[src/rtl/ext_mem_arbiter.sv]
// ext_mem_arbiter: shares the L2 native front-end between N L1 back-ends with a
// registered round-robin grant, and sequences L2 invalidation so it only fires
// between transfers once the L2 write-through buffer has drained.
module ext_mem_arbiter #(
  parameter int unsigned N_MASTERS = 2,
  parameter int unsigned ADDR_W    = 24,
  parameter int unsigned DATA_W    = 32
) (
  input  logic                            clk,
  input  logic                            rst,
  input  logic [N_MASTERS-1:0]            m_valid,
  input  logic [N_MASTERS*ADDR_W-1:0]     m_addr,
  input  logic [N_MASTERS*DATA_W-1:0]     m_wdata,
  input  logic [N_MASTERS*(DATA_W/8)-1:0] m_wstrb,
  output logic [N_MASTERS*DATA_W-1:0]     m_rdata,
  output logic [N_MASTERS-1:0]            m_ready,
  output logic                            s_valid,
  output logic [ADDR_W-1:0]               s_addr,
  output logic [DATA_W-1:0]               s_wdata,
  output logic [DATA_W/8-1:0]             s_wstrb,
  input  logic [DATA_W-1:0]               s_rdata,
  input  logic                            s_ready,
  input  logic                            inv_req,
  input  logic                            wtb_empty,
  output logic                            inv_out,
  output logic                            busy
);

  localparam int unsigned STRB_W = DATA_W / 8;
  localparam int unsigned PTR_W  = (N_MASTERS > 1) ? $clog2(N_MASTERS) : 1;

  typedef enum logic [1:0] {IDLE, BUSY, INV} state_t;

  state_t           state;
  logic [PTR_W-1:0] rr_ptr;
  logic [PTR_W-1:0] grant;
  logic             inv_pending;
  logic             pick_found;
  logic [PTR_W-1:0] pick_idx;
  logic             in_busy;

  // First requesting master at or after ptr, wrapping; MSB flags "found".
  function automatic logic [PTR_W:0] rr_pick(input logic [N_MASTERS-1:0] v,
                                             input logic [PTR_W-1:0]     ptr);
    logic [PTR_W:0] r;
    int             j;
    r = '0;
    for (int k = int'(N_MASTERS) - 1; k >= 0; k--) begin
      j = int'(ptr) + k;
      if (j >= int'(N_MASTERS)) j = j - int'(N_MASTERS);
      if (v[j]) r = {1'b1, PTR_W'(j)};
    end
    return r;
  endfunction

  // Round-robin candidate for the next grant.
  always_comb begin
    {pick_found, pick_idx} = rr_pick(m_valid, rr_ptr);
  end

  // Arbitration / invalidate sequencing state machine.
  always_ff @(posedge clk or posedge rst) begin
    if (rst) begin
      state       <= IDLE;
      rr_ptr      <= '0;
      grant       <= '0;
      inv_pending <= 1'b0;
    end else begin
      // A new request in the same cycle as the INV pulse stays pending.
      inv_pending <= inv_req | (inv_pending & (state != INV));
      case (state)
        IDLE: begin
          if (inv_pending) begin
            if (wtb_empty) state <= INV;
          end else if (pick_found) begin
            grant <= pick_idx;
            state <= BUSY;
          end
        end
        BUSY: begin
          if (s_ready) begin
            rr_ptr <= (grant == PTR_W'(N_MASTERS - 1)) ? '0 : PTR_W'(grant + 1'b1);
            state  <= IDLE;
          end
        end
        INV:     state <= IDLE;
        default: state <= IDLE;
      endcase
    end
  end

  assign in_busy = (state == BUSY);
  assign inv_out = (state == INV);
  assign busy    = (state != IDLE) | inv_pending;

  // Slave-side request muxed from the granted master while a transfer is open.
  always_comb begin
    s_valid = 1'b0;
    s_addr  = '0;
    s_wdata = '0;
    s_wstrb = '0;
    if (in_busy) begin
      s_valid = m_valid[grant];
      s_addr  = m_addr[grant*ADDR_W +: ADDR_W];
      s_wdata = m_wdata[grant*DATA_W +: DATA_W];
      s_wstrb = m_wstrb[grant*STRB_W +: STRB_W];
    end
  end

  // Completion and read data routed back only to the granted master.
  always_comb begin
    m_ready = '0;
    m_rdata = '0;
    if (in_busy) begin
      m_ready[grant]                  = s_ready;
      m_rdata[grant*DATA_W +: DATA_W] = s_rdata;
    end
  end

endmodule

[config.mk]
export PLATFORM = sky130hd
export DESIGN_NAME = ext_mem_arbiter
export DESIGN_NICKNAME = d
export VERILOG_FILES = /design/src/rtl/ext_mem_arbiter.sv
export SDC_FILE = /design/constraint.sdc
export NUM_CORES = 1
export LEC_CHECK = 0
export CAP_MARGIN = 5
export CORE_AREA = 5 5 109 111
export CTS_CLUSTER_SIZE = 8
export DETAILED_ROUTE_END_ITERATION = 7
export DIE_AREA = 0 0 114 116
export SLEW_MARGIN = 40
export SYNTH_ARGS = -nofsm -noshare
export SYNTH_HDL_FRONTEND = slang
export SYNTH_SLANG_ARGS = --single-unit
[constraint.sdc]
create_clock -name clk -period 1.7 [get_ports clk]
set_input_delay 0.255 -clock clk [delete_from_list [all_inputs] [get_ports clk]]
set_output_delay 0.255 -clock clk [all_outputs]
set_load 0.01 [all_outputs]
==> flow_metrics.env, run 1 <==
export IMPL_run_status="complete, but fails checks"
export IMPL_failed_checks="negative setup slack"
export IMPL_floorplan_initialDensity=0.125
export IMPL_dp_cells=594
export IMPL_synth_top_area_share=0.401
export IMPL_remaining_drc_errors=0
export IMPL_utilization_after_layout=0.469
export IMPL_remaining_global_route_overflow=0
export IMPL_cap_violations=0
export IMPL_postSynthRegisterBits=5
export IMPL_synth_top_cell_by_area="a22o_1"
export IMPL_wirelength_um=12700
export IMPL_post_synthesis_to_final_layout_area_growth_pct=276
export IMPL_gr_usage_all_layers=0.161
export IMPL_vias_in_the_first_global_route=2754
export IMPL_detailed_place_hpwl_um=8750
export IMPL_critical_path_max_stage_delay_ns=0.38
export IMPL_vdd_ir_drop_worst_v=0.000372
export IMPL_cp_common_cell="buf_6"
export IMPL_synth_ff_type="dfrtp_1"
export IMPL_criticalPathCategory="flip-flop to primary output"
export IMPL_critical_path_buf_inv_count=5
export IMPL_setup_worst_path_start_class="flip-flop"
export IMPL_die_area_mm2=0.0132
export IMPL_synth_warnings=0
export IMPL_antenna_diode_count=0
export IMPL_synth_top_cells_by_count="65 x and2_1, 61 x a22o_1, 10 x buf_4"
export IMPL_synthTopCellsByArea="a22o_1 40%, and2_1 31%, dfrtp_1 9.4%, buf_4 5.6%, buf_6 4.2%"
export IMPL_ys_async_sr_fraction=1.00
export IMPL_slew_viol_final=0
export IMPL_crit_path_end_kind="primary output"
export IMPL_core_area_mm2=0.0107
export IMPL_clkSinkCount=5
export IMPL_clk_latency_ns=0.22
export IMPL_final_cell_count_without_fillers=635
export IMPL_final_hold_violation_count=0
export IMPL_detailedRoute_firstIterationViolations=90
export IMPL_drt_pre_antenna_iters=5
export IMPL_root_buffer="clkbuf_8"
export IMPL_pin_count=288
export IMPL_worst_ep_required_time_ns=1.44
export IMPL_most_frequent_cell_after_synthesis="and2_1"
export IMPL_timing_fmax_ghz=0.534
export IMPL_routed_wire_length_per_instance_um=20.1
export IMPL_synth_fp_nets=330
export IMPL_die_x_um=114
export IMPL_final_nets=655
export IMPL_dr_total_vias=2702
export IMPL_cts_reportedPaths_clkPinSlew_ns=0.04
export IMPL_buffers_from_clock_root_to_sink_at_most=2
export IMPL_cts_hold_fix_buffers=0
export IMPL_post_synth_instance_area_mm2=0.00133
export IMPL_grt_pass1_wl_um=16700
export IMPL_power_per_cell_area_mw_per_mm2=679
export IMPL_timing_critical_path_arrival_ns=1.62
export IMPL_layout_setup_ws_ns=-0.172
export IMPL_layout_min_cycle_time_ns=1.87
export IMPL_grt_start_max_net_pins=23
export IMPL_number_of_cts_inserted_buffers=3
export IMPL_hold_worst_slack_ns=0.256
export IMPL_timing_worst_slew_pin_value_ns=0.233
export IMPL_drive_gt1_frac=0.481
export IMPL_numPortBuffers=287
export IMPL_vias_per_cell=4.26
export IMPL_timing_slew_headroom=0.844
export IMPL_num_rows=38
export IMPL_grt_setup_unrepaired="true"
export IMPL_ys_types=21
export IMPL_timing_critical_path_fanout_max=6
export IMPL_clock_skew_ns=0.00160
export IMPL_cts_tree="built"
export IMPL_finalCritPeriodShare=1.10
export IMPL_drtAntennaViolNets=0
export IMPL_grt_antenna_before_repair=0
export IMPL_ys_seq_area_frac=0.0939
export IMPL_htree_num_levels=1
export IMPL_number_of_enable_flip_flop_cells_after_synthesis=0
export IMPL_cp_cell_sequence="nor3b_4 -> buf_6 -> buf_12 -> buf_8 -> buf_6 -> a22o_1 -> buf_2"
export IMPL_postSynthCellCount=171
export IMPL_setup_viol=126
export IMPL_critical_path_top_delay_family="buffers and inverters"
export IMPL_fp_dieH_um=116
export IMPL_routabilityCongestion=0.903
export IMPL_timing_critical_path_slowest_stage_cell="dfrtp_1"
export IMPL_cellLeakagePower_uw=0.00239
export IMPL_synth_avg_cell_area_um2=7.79
export IMPL_worst_hold_path_type="primary input to async pin"
## flip-flops by register name (all words and copies together), names as in the netlist
register and flops:
rr_ptr 1, inv_pending 1, grant 1, state 2
## cell families (layout without fill, tap and decap cells)
| logic type | count (synthesis) | in the layout | synth area share |
|---|---|---|---|
| buf+inv | 23 | 347 | 0.123 |
| compound gates | 67 | 67 | 0.428 |
| flops | 5 | 5 | 0.0939 |
| simple gates | 76 | 76 | 0.355 |
## where the power goes
group	switching, uW	internal, uW	total [uW]
combinational	1160	1820	2980
clock	59.9	161	221
sequential	42.5	163	206
## cell type report
cell class / count / area (um2)
fill: 1048 / 5680
timing repair buffer: 340 / 3470
multi-input combinational: 143 / 1190
tap: 140 / 175
sequential: 5 / 125
clock buffer: 4 / 45.0
inverter: 3 / 11.3
## routing by layer
metal / GRT usage / vias up / part of all wire
li1: - / 1294 / -
met1: 0.189 / 1251 / 0.38
met2: 0.303 / 143 / 0.53
met3: 0.0345 / 14 / 0.077
met4: 0.0301 / 0 / 0.018
met5: 0 / - / 0
## repair_timing
action | 4_1_cts | 5_1_grt
pin swaps | 21 | 42
endpoints found under the setup margin | 129 | 127
gates resized for setup | 572 | 108
buffers inserted | 18 | 7
cloned | 12 | 7
## worst paths after layout
check / end / start / cells after the start / slack [ns]
setup / recovery: s_wdata[0] / state[0] / 7 / -0.17
hold / removal: rr_ptr / rst / 2 / 0.26
setup reg to reg: grant / state[1] / 6 / 0.37
min in group clk: rr_ptr / rr_ptr / 1 / 0.47
max in group asynchronous: grant / rst / 2 / 1.25
hold reg to reg: rr_ptr / rr_ptr / 1 / 0.47
## metrics by stage
| stage | setup TNS [ns] | total power [uW] | worst slack, ns | instance area, um2 |
|---|---|---|---|---|
| CTS | -14.21 | 3080 | -0.210 | 4560 |
| floorplan | 0 | 1120 | 0.306 | 1330 |
| finish | -10.12 | 3410 | -0.172 | 5020 |
| global route | -18.33 | 3610 | -0.234 | 5020 |
| detailed placement | -28.62 | 2540 | -0.327 | 4410 |
| global placement | -27.41 | 2530 | -0.318 | 4410 |
## cell usage in the layout, fill, tap and decap left out, types with 3 or more instances in the layout
cell             Yosys  layout
a22o_1              61      61
clkbuf_8             0       3
buf_6                5      70
buf_2                2      68
buf_12               0      10
dfrtp_1              5       5
and2_1              65      15
buf_8                0       3
and2_4               0      50
buf_4               10      13
buf_16               0       9
clkdlybuf4s50_1      0     158
clkbuf_16            0       6
inv_1                3       3
No activity file was read; power rests on OpenSTA's default activity.
==> run 2, diff against run 1 <==
--- a/config.mk
+++ b/config.mk
@@ -5,7 +5,7 @@
 export SDC_FILE = /design/constraint.sdc
 export NUM_CORES = 1
 export LEC_CHECK = 0
-export CAP_MARGIN = 5
+export CAP_MARGIN = 20
 export CORE_AREA = 5 5 109 111
 export CTS_CLUSTER_SIZE = 8
 export DETAILED_ROUTE_END_ITERATION = 7
==> constraint.sdc (replaced) <==
create_clock -name clk -period 1.8 [get_ports clk]
set_input_delay 0.27 -clock clk [delete_from_list [all_inputs] [get_ports clk]]
set_output_delay 0.27 -clock clk [all_outputs]
set_load 0.01 [all_outputs]
==> run 2 against run 1 <==
The flow still finishes with violations (negative setup slack). First-iteration DRC count decreased by 30%. Routed wire length decreased by 7.6%. Sequential power decreased by 5%. Worst setup slack got worse by 0.0069 ns. Final cell count decreased by 0.94%. Sequential share of layout area increased by 0.22 points. Global-route usage decreased by 0.39 points. Combinational power decreased by 17%. Count of clock-buffer cells in the layout unchanged. Clock power decreased by 5%. Critical path type unchanged. Largest cell class unchanged. Largest power group unchanged.
==> flow_metrics.env, run 2 (synthesis gave the netlist of run 1 again) <==
export IMPL_wirelength_um=11800
export IMPL_num_rows=38
export IMPL_grt_antenna_before_repair=0
export IMPL_grt_start_max_net_pins=28
export IMPL_die_area_mm2=0.0132
export IMPL_layout_setup_ws_ns=-0.179
export IMPL_gr_usage_all_layers=0.157
export IMPL_dp_cells=596
export IMPL_setup_viol=74
export IMPL_setup_worst_path_start_class="flip-flop"
export IMPL_routed_wire_length_per_instance_um=18.7
export IMPL_htree_num_levels=1
export IMPL_worst_hold_path_type="primary input to async pin"
export IMPL_final_hold_violation_count=0
export IMPL_power_per_cell_area_mw_per_mm2=621
export IMPL_timing_critical_path_arrival_ns=1.71
export IMPL_mostFrequentLayoutCells="158 x clkdlybuf4s50_1, 93 x buf_2, 60 x a22o_1"
export IMPL_tns_ns=-3.46
export IMPL_detailedRoute_firstIterationViolations=63
export IMPL_timing_fmax_ghz=0.505
export IMPL_drive_gt1_frac=0.423
export IMPL_grt_pass1_wl_um=16500
export IMPL_utilization_after_layout=0.431
export IMPL_final_nets=649
export IMPL_criticalPathCategory="flip-flop to primary output"
export IMPL_post_synthesis_to_final_layout_area_growth_pct=246
export IMPL_fillCellCount=1087
export IMPL_r2r_worst_path_depth=4
export IMPL_worst_ep_required_time_ns=1.53
export IMPL_largest_register="state"
export IMPL_grt_setup_unrepaired="true"
export IMPL_post_dp_cell_area_mm2=0.00443
export IMPL_run_status="complete, but fails checks"
export IMPL_crit_path_end_kind="primary output"
export IMPL_final_cell_area_mm2=0.00461
export IMPL_r2r_setup_slack_ns=0.63
export IMPL_root_buffer="clkbuf_8"
export IMPL_cp_common_cell="buf_12"
export IMPL_clock_skew_ns=0.000316
export IMPL_post_layout_total_power_uw=2860
export IMPL_critical_path_buf_inv_count=6
export IMPL_cellLeakagePower_uw=0.00228
export IMPL_drt_pre_antenna_iters=4
export IMPL_cts_tree="built"
export IMPL_numPortBuffers=287
export IMPL_failed_checks="negative setup slack"
export IMPL_drtAntennaViolNets=0
export IMPL_vias_in_the_first_global_route=2868
export IMPL_core_area_mm2=0.0107
export IMPL_buffers_from_clock_root_to_sink_at_most=2
export IMPL_layout_commonest_cell="clkdlybuf4s50_1"
export IMPL_cts_reportedPaths_clkPinSlew_ns=0.04
export IMPL_vias_per_cell=4.21
export IMPL_critical_path_top_delay_family="buffers and inverters"
export IMPL_timing_worst_slew_pin_value_ns=0.214
export IMPL_timing_critical_path_slowest_stage_cell="dfrtp_1"
export IMPL_seq_area_um2=125
export IMPL_critical_path_max_stage_delay_ns=0.38
export IMPL_fp_dieH_um=116
export IMPL_timing_critical_path_fanout_max=4
export IMPL_clkSinkCount=5
export IMPL_final_cell_count_without_fillers=629
export IMPL_regToRegEndpoint="rr_ptr"
export IMPL_largest_register_ffs=2
export IMPL_finalCritPeriodShare=1.10
export IMPL_slew_viol_final=0
export IMPL_remaining_drc_errors=0
export IMPL_cts_hold_fix_buffers=0
export IMPL_cap_violations=0
export IMPL_die_x_um=114
export IMPL_dr_total_vias=2646
export IMPL_vdd_ir_drop_worst_v=0.000453
export IMPL_layout_min_cycle_time_ns=1.98
export IMPL_clk_latency_ns=0.22
export IMPL_number_of_cts_inserted_buffers=3
export IMPL_floorplan_initialDensity=0.125
export IMPL_cp_cell_sequence="nor3b_4 -> buf_6 -> buf_8 -> buf_12 -> buf_16 -> buf_12 -> a22o_1 -> buf_2"
export IMPL_remaining_global_route_overflow=0
export IMPL_reg2reg_from="state[1]"
export IMPL_antenna_diode_count=0
export IMPL_timing_slew_headroom=0.857
export IMPL_pin_count=288
export IMPL_detailed_place_hpwl_um=8890
export IMPL_routabilityCongestion=0.881
export IMPL_multi_input_comb_area_mm2=0.00113
==> run 2: how the worst max path moves through the flow <==
stage                  start          end  slack [ns]  depth (start not counted)
floorplan           state[0]    s_addr[0]        0.39                          4
global placement    state[1]   s_wdata[8]       -0.19                          4
detailed placement  state[1]   s_wdata[8]       -0.20                          4
CTS                 state[0]   s_addr[18]       -0.21                          8
global route           grant    s_addr[5]       -0.23                          8
finish              state[0]  s_wdata[29]       -0.18                          8
==> run 2: metal layers <==
metal	share of wire	vias up	track usage
met3	0.084	8	0.0423
met2	0.55	132	0.311
li1	-	1272	-
met5	0	-	0
met1	0.35	1234	0.170
met4	0.0076	0	0.0198
==> run 2: layout make-up <==
class                   count  area share
repair buffers            334       0.677
multi-input cells         143       0.246
well taps                 140      0.0380
flip-flops and latches      5      0.0272
clock buffers               4     0.00977
inverters                   3     0.00244
==> run 2: report_power, final <==
part,leakage (uW),internal (uW),total (uW),switching [uW]
clock network,0.0000228,152,210,57.8
logic,0.00220,1470,2460,989
registers,0.0000604,154,196,41.9
total,0.00228,1780,2860,1090
==> run 2: what timing repair did <==
action                                  CTS  global route
endpoints found under the setup margin  128           102
resized for setup                       573            59
setup buffers                            26            10
pin swaps                                49            45
gates cloned                             13             1
==> run 2: worst reg2reg max path: cells and delay by family (launching register included) <==
family          cells  cell delay, ns
buf+inv             2            0.32
flops               1            0.41
simple gates        1            0.18
compound gates      1            0.16
==> run 2: metrics by stage <==
| stage | hold WS [ns] | setup slack (ns) |
|---|---|---|
| final | 0.259 | -0.179 |
| after global routing | 0.280 | -0.235 |
| after CTS | 0.264 | -0.212 |
| after detailed placement | 0.466 | -0.199 |
| after global placement | 0.461 | -0.189 |
| after floorplan | 0.0485 | 0.391 |
